<file path="config.mk">
export PLATFORM = sky130hd
export DESIGN_NAME = program_loader
export DESIGN_NICKNAME = d
export VERILOG_FILES = /design/src/rtl/program_loader.sv
export SDC_FILE = /design/constraint.sdc
export NUM_CORES = 1
export LEC_CHECK = 0
export CELL_PAD_IN_SITES_DETAIL_PLACEMENT = 1
export CELL_PAD_IN_SITES_GLOBAL_PLACEMENT = 1
export CORE_MARGIN = 2
export CORE_UTILIZATION = 40
export DETAILED_ROUTE_END_ITERATION = 8
export PLACE_DENSITY_LB_ADDON = 0.1
export SKIP_CTS_REPAIR_TIMING = 1
export SLEW_MARGIN = 20
export SYNTH_ARGS = -nofsm -noshare
export SYNTH_HDL_FRONTEND = slang
export SYNTH_SLANG_ARGS = --single-unit
</file>
<file path="constraint.sdc">
create_clock -name i_clk -period 2.9 [get_ports i_clk]
set_clock_uncertainty 0.05 [all_clocks]
set_input_delay 0.87 -clock i_clk [delete_from_list [all_inputs] [get_ports i_clk]]
set_output_delay 0.87 -clock i_clk [all_outputs]
set_load 0.005 [all_outputs]
</file>
<file path="src/rtl/program_loader.sv">
// rtl/program_loader.sv - boot-time program image loader for instruction memory
//
// Purpose:
//   Receives a framed program image as a byte stream and writes it into
//   instruction memory as big-endian 32-bit words from word address 0.
//   Frame: LEN_HI, LEN_LO (word count N), N*4 data bytes, CSUM byte.
//   CSUM is the XOR of the data bytes. On success the processor is released
//   (o_cpu_start_up drops). On a length or checksum error it stays held and
//   o_load_err is raised. DONE and ERROR are terminal until i_start_up.
//
// Ports:
//   i_clk           system clock, all logic on posedge
//   i_start_up      synchronous active-high reset, also restarts a load
//   i_rx_valid      i_rx_data holds a valid byte
//   i_rx_data       stream byte
//   o_rx_ready      loader accepts a byte this cycle (combinational)
//   o_imem_we       instruction memory write strobe, one cycle per word
//   o_imem_addr     word address for the write
//   o_imem_wdata    word to write
//   o_cpu_start_up  processor start_up; high until the image is verified
//   o_load_done     image loaded and checksum matched (sticky)
//   o_load_err      length or checksum error (sticky)
//   o_words_loaded  count of words written during this load

module program_loader #(
  parameter int IMEM_DEPTH = 1024,
  parameter int ADDR_W     = 10
) (
  input  logic              i_clk,
  input  logic              i_start_up,
  input  logic              i_rx_valid,
  input  logic [7:0]        i_rx_data,
  output logic              o_rx_ready,
  output logic              o_imem_we,
  output logic [ADDR_W-1:0] o_imem_addr,
  output logic [31:0]       o_imem_wdata,
  output logic              o_cpu_start_up,
  output logic              o_load_done,
  output logic              o_load_err,
  output logic [ADDR_W:0]   o_words_loaded
);

  typedef enum logic [2:0] {
    ST_LEN_HI,
    ST_LEN_LO,
    ST_DATA,
    ST_CSUM,
    ST_DONE,
    ST_ERROR
  } state_t;

  localparam logic [15:0]   DEPTH_16 = 16'(IMEM_DEPTH);
  localparam logic [ADDR_W:0] CNT_ONE = {{ADDR_W{1'b0}}, 1'b1};

  state_t            r_state;
  state_t            w_state_next;

  logic [7:0]        r_len_hi;
  // Word count is range-checked against IMEM_DEPTH before it is stored,
  // so ADDR_W+1 bits are enough to hold it.
  logic [ADDR_W:0]   r_nwords;
  logic [ADDR_W:0]   r_word_cnt;
  logic [1:0]        r_byte_sel;
  logic [23:0]       r_shift;
  logic [7:0]        r_csum;

  logic              w_accept;
  logic [15:0]       w_len;
  logic              w_word_done;
  logic              w_last_word;

  assign o_rx_ready = !i_start_up &&
                      ((r_state == ST_LEN_HI) || (r_state == ST_LEN_LO) ||
                       (r_state == ST_DATA)   || (r_state == ST_CSUM));

  assign w_accept    = i_rx_valid && o_rx_ready;
  assign w_len       = {r_len_hi, i_rx_data};
  assign w_word_done = (r_byte_sel == 2'd3);
  assign w_last_word = ((r_word_cnt + CNT_ONE) == r_nwords);

  // Words written so far is exactly the write counter, which advances on the
  // same edge that raises o_imem_we.
  assign o_words_loaded = r_word_cnt;

  always_ff @(posedge i_clk) begin
    if (i_start_up) begin
      r_state <= ST_LEN_HI;
    end else begin
      r_state <= w_state_next;
    end
  end

  always_comb begin
    w_state_next = r_state;
    case (r_state)
      ST_LEN_HI: begin
        if (w_accept) begin
          w_state_next = ST_LEN_LO;
        end
      end
      ST_LEN_LO: begin
        if (w_accept) begin
          if (w_len > DEPTH_16) begin
            w_state_next = ST_ERROR;
          end else if (w_len == 16'd0) begin
            w_state_next = ST_CSUM;
          end else begin
            w_state_next = ST_DATA;
          end
        end
      end
      ST_DATA: begin
        if (w_accept && w_word_done && w_last_word) begin
          w_state_next = ST_CSUM;
        end
      end
      ST_CSUM: begin
        if (w_accept) begin
          w_state_next = (i_rx_data == r_csum) ? ST_DONE : ST_ERROR;
        end
      end
      default: begin
        w_state_next = r_state;
      end
    endcase
  end

  always_ff @(posedge i_clk) begin
    if (i_start_up) begin
      r_len_hi       <= 8'h00;
      r_nwords       <= '0;
      r_word_cnt     <= '0;
      r_byte_sel     <= 2'd0;
      r_shift        <= 24'h0;
      r_csum         <= 8'h00;
      o_imem_we      <= 1'b0;
      o_imem_addr    <= '0;
      o_imem_wdata   <= 32'h0;
      o_cpu_start_up <= 1'b1;
      o_load_done    <= 1'b0;
      o_load_err     <= 1'b0;
    end else begin
      o_imem_we <= 1'b0;

      if (w_accept) begin
        case (r_state)
          ST_LEN_HI: r_len_hi <= i_rx_data;
          ST_LEN_LO: r_nwords <= w_len[ADDR_W:0];
          ST_DATA: begin
            r_csum     <= r_csum ^ i_rx_data;
            r_byte_sel <= r_byte_sel + 2'd1;
            if (w_word_done) begin
              // Fourth byte completes the word: the write goes out on the
              // next cycle while the following byte is already being taken.
              o_imem_we    <= 1'b1;
              o_imem_addr  <= r_word_cnt[ADDR_W-1:0];
              o_imem_wdata <= {r_shift, i_rx_data};
              r_word_cnt   <= r_word_cnt + CNT_ONE;
            end else begin
              r_shift <= {r_shift[15:0], i_rx_data};
            end
          end
          default: begin
          end
        endcase
      end

      // Terminal states never leave, so re-applying these while parked
      // leaves the flags unchanged.
      if (w_state_next == ST_DONE) begin
        o_cpu_start_up <= 1'b0;
        o_load_done    <= 1'b1;
      end
      if (w_state_next == ST_ERROR) begin
        o_cpu_start_up <= 1'b1;
        o_load_err     <= 1'b1;
      end
    end
  end

endmodule

</file>
## Word level (Yosys, flattened, before mapping)

Index checks and enable logic that the tools add are counted.

- Flip-flop bits (word level): 113
- Bits in latches: 0
- Bits in writable memories: 0
- Bits in read-only memories: 0
- Input port bits: 11
- Output and inout bits: 58
- Word-level logic and storage cells: 54
- Memories: 0

- Add/sub/neg operators: 2
- Multiply operators: 0
- Div/mod/pow operators: 0
- $lt $le $gt $ge: 1
- Equality and inequality tests: 8
- Shifts and indexed selects: 0
- Mux-type cells: 9
- Bitwise gates (word level): 4
- Reduce and logical (&&, ||, !) cells: 17

Operators with widths:

| operator | number |
|---|---|
| 16-bit by 11-bit > comparator with 1-bit output, second input constant | 1 |
| 16-bit zero test | 1 |
| 3-bit 2-to-1 mux | 5 |
| 3-bit case mux with 4 select lines | 1 |
| 11-bit by 1-bit adder with 11-bit output, second input constant | 1 |
| 11-bit equality test | 1 |
| 8-bit equality test | 1 |
| 8-bit XOR | 1 |
| 3-bit by 2-bit equality test with 1-bit output, second input constant | 2 |
| 3-bit equality test, second input constant | 2 |
| 2-bit AND reduction | 3 |
| 3-bit AND reduction | 2 |
| 1-bit logical AND | 4 |
| 3-bit by 1-bit equality test with 1-bit output, second input constant | 1 |
| 3-bit zero test | 1 |
| 1-bit logical OR | 3 |
| 1-bit 2-to-1 mux | 3 |
| 1-bit inverter | 3 |
| 3-bit OR reduction | 1 |
| 2-bit by 1-bit adder with 2-bit output, second input constant | 1 |
| 2-bit equality test, second input constant | 1 |
| 2-bit OR reduction | 1 |
| 1-bit zero test | 1 |

## Longest topological paths before layout

- Depth in word-level cells: 12
- Mapped depth: 9
- Depth with buffers taken out: 8

## Worst setup path after synthesis

OpenSTA, ideal clock, no wires.

- Kind: input-to-reg
- Start point: input i_start_up
- End point: register r_word_cnt[8], in the netlist o_words_loaded[8]
- Setup time: 70 ps
- Arrival time: 2,413 ps
- Required time: 2,780 ps
- Slack: 367 ps
- Stages: 8
- Buffers on the path: 2
- Path through: buf_6 > or3b_4 > or3_1 > buf_6 > clkinv_4 > nand3_4 > or3_1 > a21oi_1

- Word-level cells in the longest chain between the ends: 4

RTL lines:

| item | RTL line | RTL |
|---|---|---|
| start, declared | 30 | `input logic i_start_up,` |
| 1-bit zero test | 72 | `assign o_rx_ready = !i_start_up &&` |
| 1-bit logical AND | 72 |  |
| 1-bit logical AND | 76 | `assign w_accept = i_rx_valid && o_rx_ready;` |
| 3-bit AND reduction (no source line) | -- |  |
| end signal, assigned | 158 | `r_word_cnt <= r_word_cnt + CNT_ONE;` |
| end, declared | 62 | `logic [ADDR_W:0] r_word_cnt;` |

Several ways; a longest one is shown, not always the timed one.
A chain may end at the register's enable or synchronous reset.

## Worst setup path in the final report

- Start point: input i_rx_valid
- End point: register o_imem_wdata[31]

- Word-level cells in the longest chain between the ends: 2

RTL lines:

| item | RTL line | RTL |
|---|---|---|
| start, declared | 31 | `input logic i_rx_valid,` |
| 1-bit logical AND | 76 |  |
| 3-bit AND reduction (no source line) | -- |  |
| end signal, assigned | 157 | `o_imem_wdata <= {r_shift, i_rx_data};` |
| end, declared | 36 | `output logic [31:0] o_imem_wdata,` |

No other way between the ends.

==> results by group <==
Worst setup path
  – Req. time, crit path: 3.09 ns
  – CP endpoint kind: register
  – Top fanout value on the critical path: 32
  – R2r endpoint: o_load_err
  – Crit path max-delay cell type: clkdlybuf4s50_1
  – CP startpoint: i_rx_valid
  – Crit path capture: o_imem_wdata[31]
  – Cell mode on critical path: buf_4
  – CP Depth: 7
  – Worst reg2reg path depth: 7
  – Setup slack, reg-to-reg: 0.64 ns
  – Critical Path AT: 2.85 ns
  – Worst path max stage delay: 0.51 ns
  – Reg2Reg Launch Point: o_words_loaded[1]
  – Critical Setup Path Class: in -> reg
  – Startpoint types: primary input
  – CP Cell Sequence: clkdlybuf4s50_1 -> or3b_4 -> or3_1 -> buf_4 -> buf_4 -> nand2_1 -> a21oi_1
  – Top delay family on crit path: buffers and inverters
  – CP bufs+invs: 3

Layout
  – Final nets: 647
  – Area occupied by registers: 2260 um2
  – # diodes: 0
  – Area of the multi-input gates: 2130 um2
  – Share of cells above drive strength 1: 9.91%
  – Filler cells: 1352
  – P&R area growth vs syn: 31.4%

Timing
  – Max-slew headroom: 31.5%
  – Shortest period the worst path allows: 2.67 ns
  – Setup violators final: 0
  – Slew Viols, Final: 0
  – Hold Violations, Final: 0
  – Worst-margin pin slew: 1.03 ns
  – Hold Slack: 0.405 ns
  – Tcrit/Tclk final: 91.9%
  – RSZ-0062 raised after global routing: false
  – FMAX: 375 MHz

Floorplanning
  – Core ar.: 11400 um2
  – Initial Util: 40.7%
  – I/O pin cnt: 69
  – DIE AREA: 12400 um2
  – Die Span Y: 112 um
  – Die X: 112 um
  – Rows: 39

Pwr
  – LEAKAGE: 2.16 nW
  – P per Cell Area: 602 nW/um2
  – Maximum VDD drop: 0.663 mV
  – Total power draw: 3.66 mW

Place
  – Routability Congestion: 0.802
  – IO Port Bufs: 68
  – Post-DP HPWL: 8.29 mm

Drt
  – Highest metal used: met4
  – Total Wirelength: 12.3 mm
  – Vias per cell: 5.09
  – Routed met1 length: 5.62 mm
  – WL met2: 6.00 mm
  – 1st-iter DRT viols: 195
  – Antenna Violating Nets Remaining: 0
  – DRT Pass-1 Iters: 4
  – Drt drc: 0
  – Vias after detailed routing: 4017
  – WL per Instance: 15.6 um
  – Met3 routed WL: 458 um

Global routing
  – First-pass GRT wire length: 20.5 mm
  – Pin count of the biggest net entering global routing: 99
  – Initial antenna violation count: 0
  – Total Routing Usage GR: 20.8%
  – Congestion Overflow GR: 0
  – Vias in the first global route: 4056

Synthesis
  – Yosys reg bits: 113
  – Commonest cells in the netlist: nand2_1, dfxtp_1, a21oi_1
  – Most common cell in the netlist: nand2_1
  – Ys async rst share: 0%
  – Top FF cell, synth: dfxtp_1
  – Yosys cell types: 42
  – Synth Warn #: 0
  – Synth top area share: 48.9%
  – Syn_area_per_cell: 8.23 um2
  – Mapped Cells: 562
  – Main area contributors after synthesis: dfxtp_1, nand2_1, a21oi_1
  – EDFF count, synth: 0
  – Mapped Area: 4620 um2
  – Syn_nets: 575
  – Seq/Total Area, Yosys: 48.9%
  – Synth area leader: dfxtp_1

CTS
  – Skew-Pair Late Insertion Delay: 0.41 ns
  – Root buffer cell: clkbuf_16
  – Clk sinks: 113
  – Clk slew on worst S/H paths: 0.05 ns
  – TritonCTS clock tree: done
  – Maximum clock insertion buffer count: 2
  – Number of buffers created by CTS: 17
  – H-tree depth: 4

Flow run
  – Max Cap Viol: 0

Hold path
  – Hold WC Path Type: reg -> reg

Status
  – Outcome: finished clean
metrics by stage:
| step | setup slack [ns] | std cells | area, um2 | util (%) | setup TNS, ns |
|---|---|---|---|---|---|
| floorplan | 0.367 | 562 | 4620 | - | 0 |
| global placement | -0.120 | 758 | 5530 | 48.6 | -4.89 |
| detailed placement | -0.164 | 758 | 5530 | 48.6 | -7.20 |
| CTS | 0.235 | 789 | 6080 | 53.4 | 0 |
| global route | 0.0878 | 789 | 6080 | 53.4 | 0 |
| finish | 0.235 | 789 | 6080 | 53.4 | 0 |
power by group:
part           internal, mW  total, mW  switching [mW]
Combinational        0.0635      0.148          0.0848
Sequential             1.57       1.58          0.0123
Clock                  1.25       1.93           0.673
Total                  2.89       3.66           0.770
final cells by class:
type	count	area share (%)
sequential	113	37.2
clock inverter	6	0.906
clock buffer	25	8.15
tap	143	2.94
timing repair buffer	98	15.3
inverter	5	0.391
multi-input combinational	399	35.1
tightest hold or removal path, delay by kind of cell, from the launching register on:
family | cells | cell delay [ns]
AOI/OAI and AO/OA | 1 | 0.05
and+or+nand+nor | 1 | 0.05
DFF | 1 | 0.30
placed cells by master (no fill, tap or decap), types with 2 or more instances in the layout:
cell type	instances
nand3_1	11
or3_1	4
clkbuf_16	17
nor3_2	2
clkdlybuf4s50_1	67
xnor2_1	21
a31oi_1	2
clkbuf_8	4
nand4_1	8
a21oi_1	75
nor4_1	3
buf_12	2
nand2_1	149
o211ai_1	2
mux2i_1	20
nor3_1	6
dfxtp_1	113
nor2_1	47
and4_1	2
nor2b_1	2
o21ai_0	3
xor2_1	19
inv_1	4
and2_1	3
buf_4	29
clkinv_2	5
clkbuf_1	4
nand2b_1	3
ha_1	2
state kept, by name, indices dropped and copies added (netlist names), 3 cells and up:
name / count
o_imem_addr: 10
o_imem_wdata: 32
o_words_loaded: 11
r_csum: 8
r_len_hi: 8
r_nwords: 11
r_shift: 24
r_state: 3
how the worst min path moves through the flow:
| stage | start | to | slack (ns) | depth (start not counted) |
|---|---|---|---|---|
| after floorplan | r_shift[16] | o_imem_wdata[24] | 0.38 | 2 |
| after global placement | o_load_done | o_load_done | 0.39 | 1 |
| after detailed placement | o_load_done | o_load_done | 0.40 | 1 |
| after CTS | o_imem_wdata[21] | o_imem_wdata[21] | 0.41 | 2 |
| after global routing | o_imem_wdata[21] | o_imem_wdata[21] | 0.43 | 2 |
| final | o_imem_wdata[12] | o_imem_wdata[12] | 0.41 | 2 |
routing by layer:
layer	vias up	global-route usage (%)
met4	0	7.98
met5	-	0
met2	71	33.7
met3	17	5.01
met1	1940	26.9
li1	1989	-
cells by family (layout without fill, tap and decap cells):
family                     after synthesis  count (layout)  synth area share, %
AOI/OAI and AO/OA                       92              92                 10.8
xor gates and xnor gates                40              40                 7.58
adders and majority gates                2               2                0.541
buffers and inverters                   50             134                 4.95
DFF                                    113             113                 48.9
muxes                                   20              20                 4.33
and+or+nand+nor                        245             245                 22.8
(Power assumes the default switching activity.)
